**src/rtl/rega_sequenciador_pkg.sv**
```systemverilog
// Shared definitions for the irrigation sequencer: state encoding, tank level
// constant and the parameter-to-BCD conversion used for phase loads.
package rega_sequenciador_pkg;

    typedef enum logic [2:0] {
        OCIOSO  = 3'd0,
        LIMPEZA = 3'd1,
        MISTURA = 3'd2,
        REGA    = 3'd3,
        ALARME  = 3'd4
    } estado_t;

    localparam logic [1:0] NV_VAZIO = 2'b00;

    typedef struct packed {
        logic [1:0] dez;
        logic [3:0] un;
    } bcd2_t;

    // Out-of-range durations are clamped to 39; zero behaves as one.
    function automatic bcd2_t bin2bcd(input int unsigned v);
        int unsigned c;
        bcd2_t       r;
        c     = (v > 39) ? 39 : ((v == 0) ? 1 : v);
        r.dez = 2'(c / 10);
        r.un  = 4'(c % 10);
        return r;
    endfunction

endpackage

```
**src/rtl/rega_sequenciador_cont_bcd_dec.sv**
```systemverilog
// Two-digit BCD down-counter with clear, load and enable (priority in that
// order), asynchronous active-low reset and a "count equals 01" flag.
module cont_bcd_dec
    import rega_sequenciador_pkg::*;
(
    input  logic  clk_i,
    input  logic  rst_ni,
    input  logic  clr_i,
    input  logic  load_i,
    input  bcd2_t load_val_i,
    input  logic  en_i,
    output bcd2_t cont_o,
    output logic  eq_um_o
);

    bcd2_t cnt_q, cnt_d;

    always_comb begin
        cnt_d = cnt_q;
        if (clr_i) begin
            cnt_d = '0;
        end else if (load_i) begin
            cnt_d = load_val_i;
        end else if (en_i && (cnt_q != '0)) begin
            if (cnt_q.un == 4'd0) begin
                cnt_d.un  = 4'd9;
                cnt_d.dez = cnt_q.dez - 2'd1;
            end else begin
                cnt_d.un  = cnt_q.un - 4'd1;
            end
        end
    end

    always_ff @(posedge clk_i or negedge rst_ni) begin
        if (!rst_ni) begin
            cnt_q <= '0;
        end else begin
            cnt_q <= cnt_d;
        end
    end

    assign cont_o  = cnt_q;
    assign eq_um_o = (cnt_q.dez == 2'd0) && (cnt_q.un == 4'd1);

endmodule

```
**src/rtl/rega_sequenciador.sv**
```systemverilog
// Watering-cycle sequencer: cleaning -> mixing -> watering with a BCD
// countdown of the remaining phase time and an empty-tank alarm.
module rega_sequenciador
    import rega_sequenciador_pkg::*;
#(
    parameter int unsigned T_LIMP = 5,
    parameter int unsigned T_MIST = 10,
    parameter int unsigned T_REGA = 30
) (
    input  logic       Clk,
    input  logic       Reset_n,
    input  logic       Tick,
    input  logic       Start,
    input  logic       Nv1,
    input  logic       Nv0,
    output logic       Limp,
    output logic       Mist,
    output logic       Valvula,
    output logic       Alarme,
    output logic [3:0] ContA,
    output logic [1:0] ContB
);

    localparam bcd2_t BCD_LIMP = bin2bcd(T_LIMP);
    localparam bcd2_t BCD_MIST = bin2bcd(T_MIST);
    localparam bcd2_t BCD_REGA = bin2bcd(T_REGA);

    estado_t state_q, state_d;
    logic    limp_q, mist_q, valv_q, alarm_q;
    logic    cnt_clr, cnt_load, cnt_en, eq_um;
    bcd2_t   cnt_val, cont;
    logic    vazio;

    assign vazio = ({Nv1, Nv0} == NV_VAZIO);

    // Level check outranks Tick; a Tick on the count=01 edge moves to the
    // next phase instead of decrementing, so 00 is never shown while active.
    always_comb begin
        state_d  = state_q;
        cnt_clr  = 1'b0;
        cnt_load = 1'b0;
        cnt_en   = 1'b0;
        cnt_val  = BCD_LIMP;
        unique case (state_q)
            OCIOSO: begin
                if (Start) begin
                    if (vazio) begin
                        state_d = ALARME;
                        cnt_clr = 1'b1;
                    end else begin
                        state_d  = LIMPEZA;
                        cnt_load = 1'b1;
                    end
                end
            end
            LIMPEZA, MISTURA, REGA: begin
                if (vazio) begin
                    state_d = ALARME;
                    cnt_clr = 1'b1;
                end else if (Tick) begin
                    if (eq_um) begin
                        if (state_q == LIMPEZA) begin
                            state_d  = MISTURA;
                            cnt_load = 1'b1;
                            cnt_val  = BCD_MIST;
                        end else if (state_q == MISTURA) begin
                            state_d  = REGA;
                            cnt_load = 1'b1;
                            cnt_val  = BCD_REGA;
                        end else begin
                            state_d = OCIOSO;
                            cnt_clr = 1'b1;
                        end
                    end else begin
                        cnt_en = 1'b1;
                    end
                end
            end
            ALARME: begin
                if (!vazio) begin
                    state_d = OCIOSO;
                end
            end
            default: begin
                state_d = OCIOSO;
                cnt_clr = 1'b1;
            end
        endcase
    end

    always_ff @(posedge Clk or negedge Reset_n) begin
        if (!Reset_n) begin
            state_q <= OCIOSO;
            limp_q  <= 1'b0;
            mist_q  <= 1'b0;
            valv_q  <= 1'b0;
            alarm_q <= 1'b0;
        end else begin
            state_q <= state_d;
            limp_q  <= (state_d == LIMPEZA);
            mist_q  <= (state_d == MISTURA);
            valv_q  <= (state_d == REGA);
            alarm_q <= (state_d == ALARME);
        end
    end

    cont_bcd_dec u_cont (
        .clk_i      (Clk),
        .rst_ni     (Reset_n),
        .clr_i      (cnt_clr),
        .load_i     (cnt_load),
        .load_val_i (cnt_val),
        .en_i       (cnt_en),
        .cont_o     (cont),
        .eq_um_o    (eq_um)
    );

    assign Limp    = limp_q;
    assign Mist    = mist_q;
    assign Valvula = valv_q;
    assign Alarme  = alarm_q;
    assign ContA   = cont.un;
    assign ContB   = cont.dez;

endmodule
```
**config.mk**
```make
export PLATFORM = sky130hd
export DESIGN_NAME = rega_sequenciador
export DESIGN_NICKNAME = d
export VERILOG_FILES = /design/src/rtl/rega_sequenciador_pkg.sv /design/src/rtl/rega_sequenciador_cont_bcd_dec.sv /design/src/rtl/rega_sequenciador.sv
export SDC_FILE = /design/constraint.sdc
export NUM_CORES = 1
export LEC_CHECK = 0
export CORE_MARGIN = 1
export CORE_UTILIZATION = 35
export CTS_CLUSTER_DIAMETER = 40
export DETAILED_ROUTE_END_ITERATION = 12
export GPL_TIMING_DRIVEN = 1
export PLACE_DENSITY_LB_ADDON = 0.15
export SKIP_LAST_GASP = 1
export SYNTH_ARGS = -nofsm -noshare
export SYNTH_HDL_FRONTEND = slang
export SYNTH_SLANG_ARGS = --single-unit
```
**constraint.sdc**
```tcl
create_clock -name Clk -period 1.5 [get_ports Clk]
set_clock_uncertainty 0.05 [all_clocks]
set_input_delay 0.225 -clock Clk [delete_from_list [all_inputs] [get_ports Clk]]
set_output_delay 0.225 -clock Clk [all_outputs]
set_load 0.02 [all_outputs]
```
; ---- After elaboration in Yosys (flattened, before gate mapping)
; Index checks and enable logic that the tools add are counted.
[classes]
addsub = 2
multipliers = 0
div = 0
n_lt_le_gt_ge = 0
n_eq_ne = 9
shifts = 0
mux = 40
n_bitwise = 0
n_reduce_logical = 11
[ops]
columns = operator, n
row1 = $mux 6, 9
row2 = $mux 1, 18
row3 = $mux 3, 6
row4 = $eq 3x2->1 const B, 4
row5 = $pmux 3 s3, 1
row6 = $eq 3x1->1 const B, 2
row7 = $eq 3x3->1 const B, 2
row8 = $mux 2, 3
row9 = $reduce_bool 3->1, 2
row10 = $reduce_bool 6->1, 1
row11 = $eq 4x1->1 const B, 1
row12 = $logic_not 2->1, 2
row13 = $logic_not 4->1, 1
row14 = $mux 4, 1
row15 = $sub 4x1->4 const B, 1
row16 = $logic_not 3->1, 1
row17 = $pmux 1 s3, 1
row18 = $reduce_or 3->1, 1
row19 = $logic_and 1x1->1, 2
row20 = $pmux 1 s2, 1
row21 = $reduce_and 2->1, 1
row22 = $sub 2x1->2 const B, 1
[word_totals]
ff_bits = 13
latchBits = 0
ram_bits = 0
romBits = 0
inputBits = 6
memories = 0

; ---- Logic depth before layout (Yosys ltp)
; Gate-level depths: netlist of run 1.
[depth]
word_depth = 10
ltp_mapped = 7
mapped_depth_nobuf = 6

; ---- Modules after synthesis
; From an unflattened synthesis of run 1, not the netlist that was laid out.
[unflattened]
hier_cells = 85
hier_area_um2 = 820.8
[modules_own_cells]
columns = module, instances, cells_per_inst, area_per_inst_um2, seq_area_each_um2
row1 = rega_sequenciador, 1, 43, 414.1, 175.2
row2 = cont_bcd_dec, 1, 42, 406.6, 150.1

; ---- Worst setup path before layout of run 1
; OpenSTA, ideal clock, no wires.
[synth_timing]
path_kind = reg2reg
startpoint = register u_cont.cnt_q, in the netlist u_cont.cont_o[4]
endpoint = register u_cont.cnt_q, in the netlist u_cont.cont_o[5]
setup_ns = 0.126
arrival_ns = 1.668
slack_ns = -0.344
stages_incl_launch_ff = 7
period_less_slack_ns = 1.844
path_cell_list = dfrtp_1 > inv_1 > ha_1 > nor3b_4 > a211o_1 > and2_1 > o32a_1
[synth_via]
elab_chain_cells = 9
elab_cells_between_ends = 28
cone_classes = add/sub: 1 / mux: 20 / reduce/logical: 7
[synth_lines]
columns = item, line_no
row1 = from (decl), rega_sequenciador_cont_bcd_dec.sv:16  ; bcd2_t cnt_q, cnt_d;
row2 = from (signal assigned), rega_sequenciador_cont_bcd_dec.sv:38  ; cnt_q <= cnt_d;
row3 = $logic_not 2->1, rega_sequenciador_cont_bcd_dec.sv:43  ; assign eq_um_o = (cnt_q.dez == 2'd0) && (cnt_q.un == 4'd1);
row4 = $logic_and 1x1->1, rega_sequenciador_cont_bcd_dec.sv:43
row5 = $mux 1, rega_sequenciador.sv:61  ; if (eq_um) begin
row6 = $mux 1, rega_sequenciador.sv:60  ; end else if (Tick) begin
row7 = $mux 1, rega_sequenciador.sv:57  ; if (vazio) begin
row8 = $mux 1, rega_sequenciador.sv:44  ; unique case (state_q)
row9 = $logic_and 1x1->1, rega_sequenciador_cont_bcd_dec.sv:24  ; end else if (en_i && (cnt_q != '0)) begin
row10 = $reduce_bool 3->1 (no line), --
row11 = $reduce_and 2->1 (no line), --
; Several ways; a longest one is shown, not always the timed one. The select of a mux whose other input is x is not followed.
; A chain may end at the register's enable or synchronous reset.

; ---- Worst setup path after layout of run 1
[layout_timing]
startpoint = register u_cont.cnt_q, in the netlist u_cont.cont_o[0]
endpoint = register u_cont.cnt_q, in the netlist u_cont.cont_o[4]
[layout_via]
elab_chain_cells = 9
elab_cells_between_ends = 26
cone_classes = eq/ne: 1 / mux: 18 / reduce/logical: 7
[layout_lines]
columns = item, line_no
row1 = $eq 4x1->1, rega_sequenciador_cont_bcd_dec.sv:43
row2 = $logic_and 1x1->1, rega_sequenciador_cont_bcd_dec.sv:43
row3 = $mux 1, rega_sequenciador.sv:61
row4 = $mux 1, rega_sequenciador.sv:60
row5 = $mux 1, rega_sequenciador.sv:57
row6 = $mux 1, rega_sequenciador.sv:44
row7 = $logic_and 1x1->1, rega_sequenciador_cont_bcd_dec.sv:24
row8 = $reduce_bool 3->1 (no line), --
row9 = $reduce_and 2->1 (no line), --
; Several ways; a longest one is shown, not always the timed one.

==> impl_metrics.yaml, run 1 <==
sta:
  finalWorstSetupSlack_ns: -0.205
  post-route-min-period_ns: 1.71
  fmax_mhz: 586
  finalSetupViolations: 11
  slew_headroom_pct: 71.5
  rsz0062_at_grt: "true"
  worst_pin_slew_ns: 0.424
  fin_crit_sh_pct: 114
  slew_violations: 0
  finalHoldViolations: 0
synthesis:
  yosysMostFrequentCell: "dfrtp_1"
  synth_ff_type: "dfrtp_1"
  synth_area_leaders: "dfrtp_1, ha_1, a21oi_1"
  synth_top_area_share_pct: 38.5
  ys_top_cells_by_count: "dfrtp_1, a21oi_1, inv_1"
  synth_area_per_cell_sq_um: 11.0
  syn-cell-area_sq_um: 846
  ys_seq_area_share_pct: 38.5
  syn_inst: 77
  synth_edf_count: 0
  ys_types: 40
  synth_area_leader_cell: "dfrtp_1"
  synthArstFlopShare_pct: 100
  syn-num-nets: 86
  ys_seq_elements: 13
  yosys_warnings: 0
clock_network:
  cts-buffers-inserted: 3
  clk_path_buf_depth: 2
  insertion_delay_ns: 0.28
  cts_hold_buffers: 0
  htreeDepth: 1
  cts_root_buf: "clkbuf_4"
  clk_pin_slew_ns: 0.09
  cts_tree: "done"
  cts.sinks: 13
outcome:
  violations: "setup timing"
  run_status: "finished, violations left"
layout:
  diodes: 0
  syn_to_final_growth_pct: 75.3
  final_util_pct: 65.8
  n_fill_cell: 182
  drive_gt1_share_pct: 60.8
  nets: 140
  stdcell_area_sq_um: 1480
  stdcell_count: 158
placement:
  post_dp_cell_area_sq_um: 1310
  placed_cells: 151
  dp_hpwl_mm: 1.65
  portBuffers: 15
  gp_congestion: 0.786
worst_setup_path:
  crit_fanout: 4
  start_kind: "flop"
  reg2reg_from: "u_cont.cont_o[0]"
  setup.worst_path.end_class: "flop"
  path_buf_inv: 2
  crit_required_ns: 1.63
  path_class: "reg2reg"
  cp_top_family: "simple AND/OR/NAND/NOR gates"
  crit_path_top_delay_cell: "dfrtp_2"
  crit_chain: "inv_2 -> ha_4 -> or3b_4 -> nor4_4 -> buf_4 -> xnor2_2 -> o21ai_2"
  cp_data_arrival_time_ns: 1.84
  cpPeakStageDelay_ns: 0.45
  critPathLaunch: "u_cont.cont_o[0]"
global_routing:
  grt_overflow: 0
  antenna_found_initial: 0
  grt_use_total_pct: 18.8
  grt_start_max_net_pins: 14
  grt_pass1_vias: 826
  grt_pass1_wl_mm: 3.61
floorplanning:
  num_rows: 17
  die_area_sq_um: 2620
  die-height_um: 51.2
  coreArea_sq_um: 2250
  die_width_um: 51.2
  start_util_pct: 37.5
  ios: 16
worst_hold_path:
  hp-class: "in2async"
power_and_ir_drop:
  power_density_nw_per_um2: 1760
  irDropWorstVdd_mv: 0.921
  leakagePower_nw: 0.679
route:
  drtIter0Drc: 8
  drc: 0
  firstDrtPassIters: 4
  dr_total_vias: 813
  final_antenna_net_count: 0
  routed_wl_mm: 2.17
  avgRoutedWirePerCell_um: 13.7
  avgViaCountPerCell: 5.15
flow_run:
  drv_cap: 0
flip-flops by register name, indices dropped and copies added (netlist names):
register,count
Alarme,1
Limp,1
Mist,1
Valvula,1
state_q,3
u_cont.cont_o,6
report_power, final:
part	internal, mW	leakage [nW]	total (mW)	switching (mW)
clock network	0.103	0.0150	0.227	0.123
registers	0.464	0.164	0.573	0.109
logic	1.00	0.500	1.81	0.810
layout by cell type (no fill, tap or decap), types with 3 or more instances in the layout:
master	count
a21oi_1	5
buf_4	33
buf_6	4
clkbuf_4	3
clkdlybuf4s50_1	5
dfrtp_1	8
dfrtp_2	5
dlygate4sd2_1	4
dlymetal6s2s_1	4
ha_4	3
inv_2	4
nor2_1	3
nor4_4	3
metrics by stage:
| stage | setup slack (ns) | TNS [ns] | hold WS [ns] | power, mW |
|---|---|---|---|---|
| final | -0.205 | -1.26 | 0.207 | 2.61 |
| after CTS | -0.224 | -1.32 | 0.202 | 2.57 |
| after floorplan | -0.231 | -1.21 | -0.121 | 1.46 |
| after global placement | -0.286 | -2.20 | 0.502 | 2.16 |
| after global routing | -0.267 | -1.94 | 0.213 | 2.79 |
| after detailed placement | -0.307 | -2.54 | 0.510 | 2.18 |
path summary, 6_finish.rpt:
check | cells past startpoint | to | slack, ns
max in group asynchronous | 2 | u_cont.cont_o[1] | 1.00
max reg2reg | 7 | u_cont.cont_o[4] | -0.21
min | 2 | Alarme | 0.21
max | 7 | u_cont.cont_o[4] | -0.21
min in group Clk | 2 | state_q[2] | 0.54
min reg2reg | 2 | state_q[2] | 0.54
layout make-up:
type	instances	area (sq um)	area share [%]
flip-flops and latches	13	332	22.4
well taps	28	35.0	2.36
inverters	4	15.0	1.01
multi-input cells	57	627	42.3
repair buffers	52	448	30.2
clock buffers	4	26.3	1.77
kinds of logic after synthesis:
kind of cell / after synthesis / synth area share, %
adder cells (fa/ha/maj): 3 / 4.44
multiplexers: 2 / 2.37
AND/OR/NAND/NOR: 27 / 24.4
flip-flops: 13 / 38.5
XOR/XNOR: 3 / 3.99
AO/OA/AOI/OAI: 22 / 21.5
buffers and inverters: 7 / 4.88
metal layers:
metal | share of wire [%] | GRT usage [%]
met3 | 3.9 | 3.57
met1 | 43 | 23.4
met2 | 51 | 31.8
met4 | 1.4 | 6.94
met5 | 0 | 0
what timing repair did:
| item | in CTS | in global routing |
|---|---|---|
| endpoints found under the setup margin | 18 | 18 |
| setup buffers | 2 | 1 |
| pin swaps | 6 | 8 |
| resized for setup | 24 | 11 |
(Power assumes the default switching activity.)
==> inputs of run 2 (changes only) <==
CORE_UTILIZATION = 45   (was 35)
SYNTH_HIERARCHICAL = 1   (was default)
==> run 2 against run 1 <==
  * Register-to-register slack got worse by 0.38 ns
  * Global-route usage is 11 points higher
  * Fmax decreased by 18%
  * Critical path depth is 3 higher
  * The flow still finishes with violations (setup timing)
  * Core utilization increased by 22 points
  * Synthesized area fell by 3.0%
  * Total power fell by 14%
  * Wire length rose by 47%
  * First-iteration DRC count rose to 3.4 times the previous value
==> impl_metrics.yaml, run 2 <==
global_routing:
  antenna_found_initial: 0
  grt_start_max_net_pins: 14
  grt_pass1_wl_mm: 4.22
  grt_overflow: 0
  grt_use_total_pct: 30.1
  grt_pass1_vias: 965
worst_hold_path:
  hp-class: "in2async"
outcome:
  run_status: "finished, violations left"
  violations: "setup timing"
placement:
  placed_cells: 156
  gp_congestion: 0.872
  pre_cts_ws_ns: -0.658
  post_dp_cell_area_sq_um: 1280
  dp_hpwl_mm: 1.71
  portBuffers: 15
worst_setup_path:
  crit_chain: "inv_2 -> ha_4 -> and4_4 -> buf_6 -> buf_4 -> nand2_4 -> or3_1 -> inv_1 -> nand2b_1 -> and4bb_1"
  cp_data_arrival_time_ns: 2.24
  cpPeakStageDelay_ns: 0.42
  crit_path_top_delay_cell: "dfrtp_2"
  setup.worst_path.end_class: "flop"
  start_kind: "flop"
  crit_required_ns: 1.66
  crit_fanout: 4
  path_class: "reg2reg"
sta:
  fmax_mhz: 479
  rsz0062_at_grt: "true"
  slew_violations: 0
  slew_headroom_pct: 68.3
  finalWorstSetupSlack_ns: -0.587
  worst_pin_slew_ns: 0.463
  post-route-min-period_ns: 2.09
  finalSetupViolations: 13
  fin_crit_sh_pct: 139
  finalHoldViolations: 0
clock_network:
  clk_pin_slew_ns: 0.09
  insertion_delay_ns: 0.28
  cts_tree: "done"
  htreeDepth: 1
  cts.sinks: 13
  clk_path_buf_depth: 2
  cts_root_buf: "clkbuf_4"
  cts_hold_buffers: 0
  cts-buffers-inserted: 3
synthesis:
  ys_types: 41
  synth_area_leader_cell: "dfrtp_1"
  ys_seq_area_share_pct: 39.6
  synthArstFlopShare_pct: 100
  ys_seq_elements: 13
  syn-cell-area_sq_um: 821
  synth_area_per_cell_sq_um: 9.66
  synth_top_area_share_pct: 39.6
  ys_top_cells_by_count: "dfrtp_1, inv_1, a21oi_1, nor2_1, nand2_1"
  syn_inst: 85
  yosysMostFrequentCell: "dfrtp_1"
  yosys_warnings: 6
  synth_ff_type: "dfrtp_1"
  synth_area_leaders: "dfrtp_1, a21oi_1, inv_1"
  synth_edf_count: 0
flow_run:
  drv_cap: 0
layout:
  largest_reg_flops: 6
  nets: 154
  stdcell_area_sq_um: 1510
  n_fill_cell: 98
  layout_commonest_cell: "buf_4"
  layout_common_cells: "buf_4, dfrtp_1, inv_1, dfrtp_2"
  diodes: 0
  drive_gt1_share_pct: 56.2
  syn_to_final_growth_pct: 84.5
  stdcell_count: 171
  final_util_pct: 87.7
route:
  firstDrtPassIters: 4
  drc: 0
  routed_wl_mm: 3.19
  avgViaCountPerCell: 5.63
  avgRoutedWirePerCell_um: 18.6
  drtIter0Drc: 27
  final_antenna_net_count: 0
  dr_total_vias: 962
floorplanning:
  die-height_um: 44.7
  start_util_pct: 47.5
  ios: 16
  die_width_um: 44.7
  num_rows: 15
  die_area_sq_um: 2000
  coreArea_sq_um: 1730
power_and_ir_drop:
  power_density_nw_per_um2: 1490
  irDropWorstVdd_mv: 1.26
  leakagePower_nw: 0.727
[run 2: changes by cell type in the layout (fill, tap and decap cells not counted), sizes merged, moves of 3 or more]
cell  change
or3       +3
inv       +4
nor4      -3
nor2      +4
buf       +8
[run 2: per-layer routing]
metal	track usage, %	vias up	wire length, um
met5	0	-	0
met4	18.2	0	112
met3	4.40	12	103
met2	54.1	27	1720
met1	33.4	488	1250
li1	-	435	-
[run 2: layout make-up]
class	instances	area [sq um]	area share [%]
flip-flops and latches	13	333	22.0
repair buffers	60	512	33.8
well taps	25	31.3	2.07
multi-input cells	61	582	38.4
inverters	8	30.0	1.98
clock buffers	4	26.3	1.74
[run 2: what timing repair did]
action,in CTS,in global routing
resized for setup,22,15
endpoints found under the hold margin,0,0
endpoints found under the setup margin,15,17
setup buffers,9,3
pin swaps,12,3
[run 2: power breakdown]
group	total, mW	internal [mW]	switching, mW
sequential	0.536	0.455	0.0809
clock	0.225	0.103	0.121
combinational	1.50	0.728	0.769
[run 2: kinds of logic (layout without fill, tap and decap cells)]
kind of cell,Yosys count,in the layout,share of synthesized area (%)
compound gates,24,24,20.7
xor+xnor,2,2,2.13
fa+ha+maj,1,1,1.52
buf+inv,12,72,7.01
flops,13,13,39.6
mux,1,1,1.22
other cells,1,2,0.457
simple gates,31,31,27.3
[run 2: worst max-delay path: cells and delay by family, from the launching register on]
kind | cells | cell delay [ns]
buffers and inverters | 4 | 0.41
adder cells (fa/ha/maj) | 1 | 0.13
AND/OR/NAND/NOR | 5 | 1.00
flip-flops | 1 | 0.42
[run 2: per-stage QoR]
step / hold WS, ns / total power [mW] / setup TNS (ns)
after floorplan: -0.121 / 1.18 / -3.01
after global placement: 0.501 / 1.73 / -3.38
after detailed placement: 0.508 / 1.77 / -3.82
after CTS: 0.203 / 2.08 / -3.69
after global routing: 0.201 / 2.35 / -5.00
final: 0.197 / 2.26 / -4.48
[run 2: worst paths after layout]
check	from	end	slack, ns	cells past startpoint
setup / recovery	u_cont/cont_o[4]	u_cont/cont_o[4]	-0.59	10
hold / removal	Reset_n	state_q[2]	0.20	2
setup reg to reg	u_cont/cont_o[4]	u_cont/cont_o[4]	-0.59	10
hold reg to reg	state_q[1]	Limp	0.59	2
max in group asynchronous	Reset_n	u_cont/cont_o[5]	1.01	2
min in group Clk	Nv1	state_q[2]	0.58	3
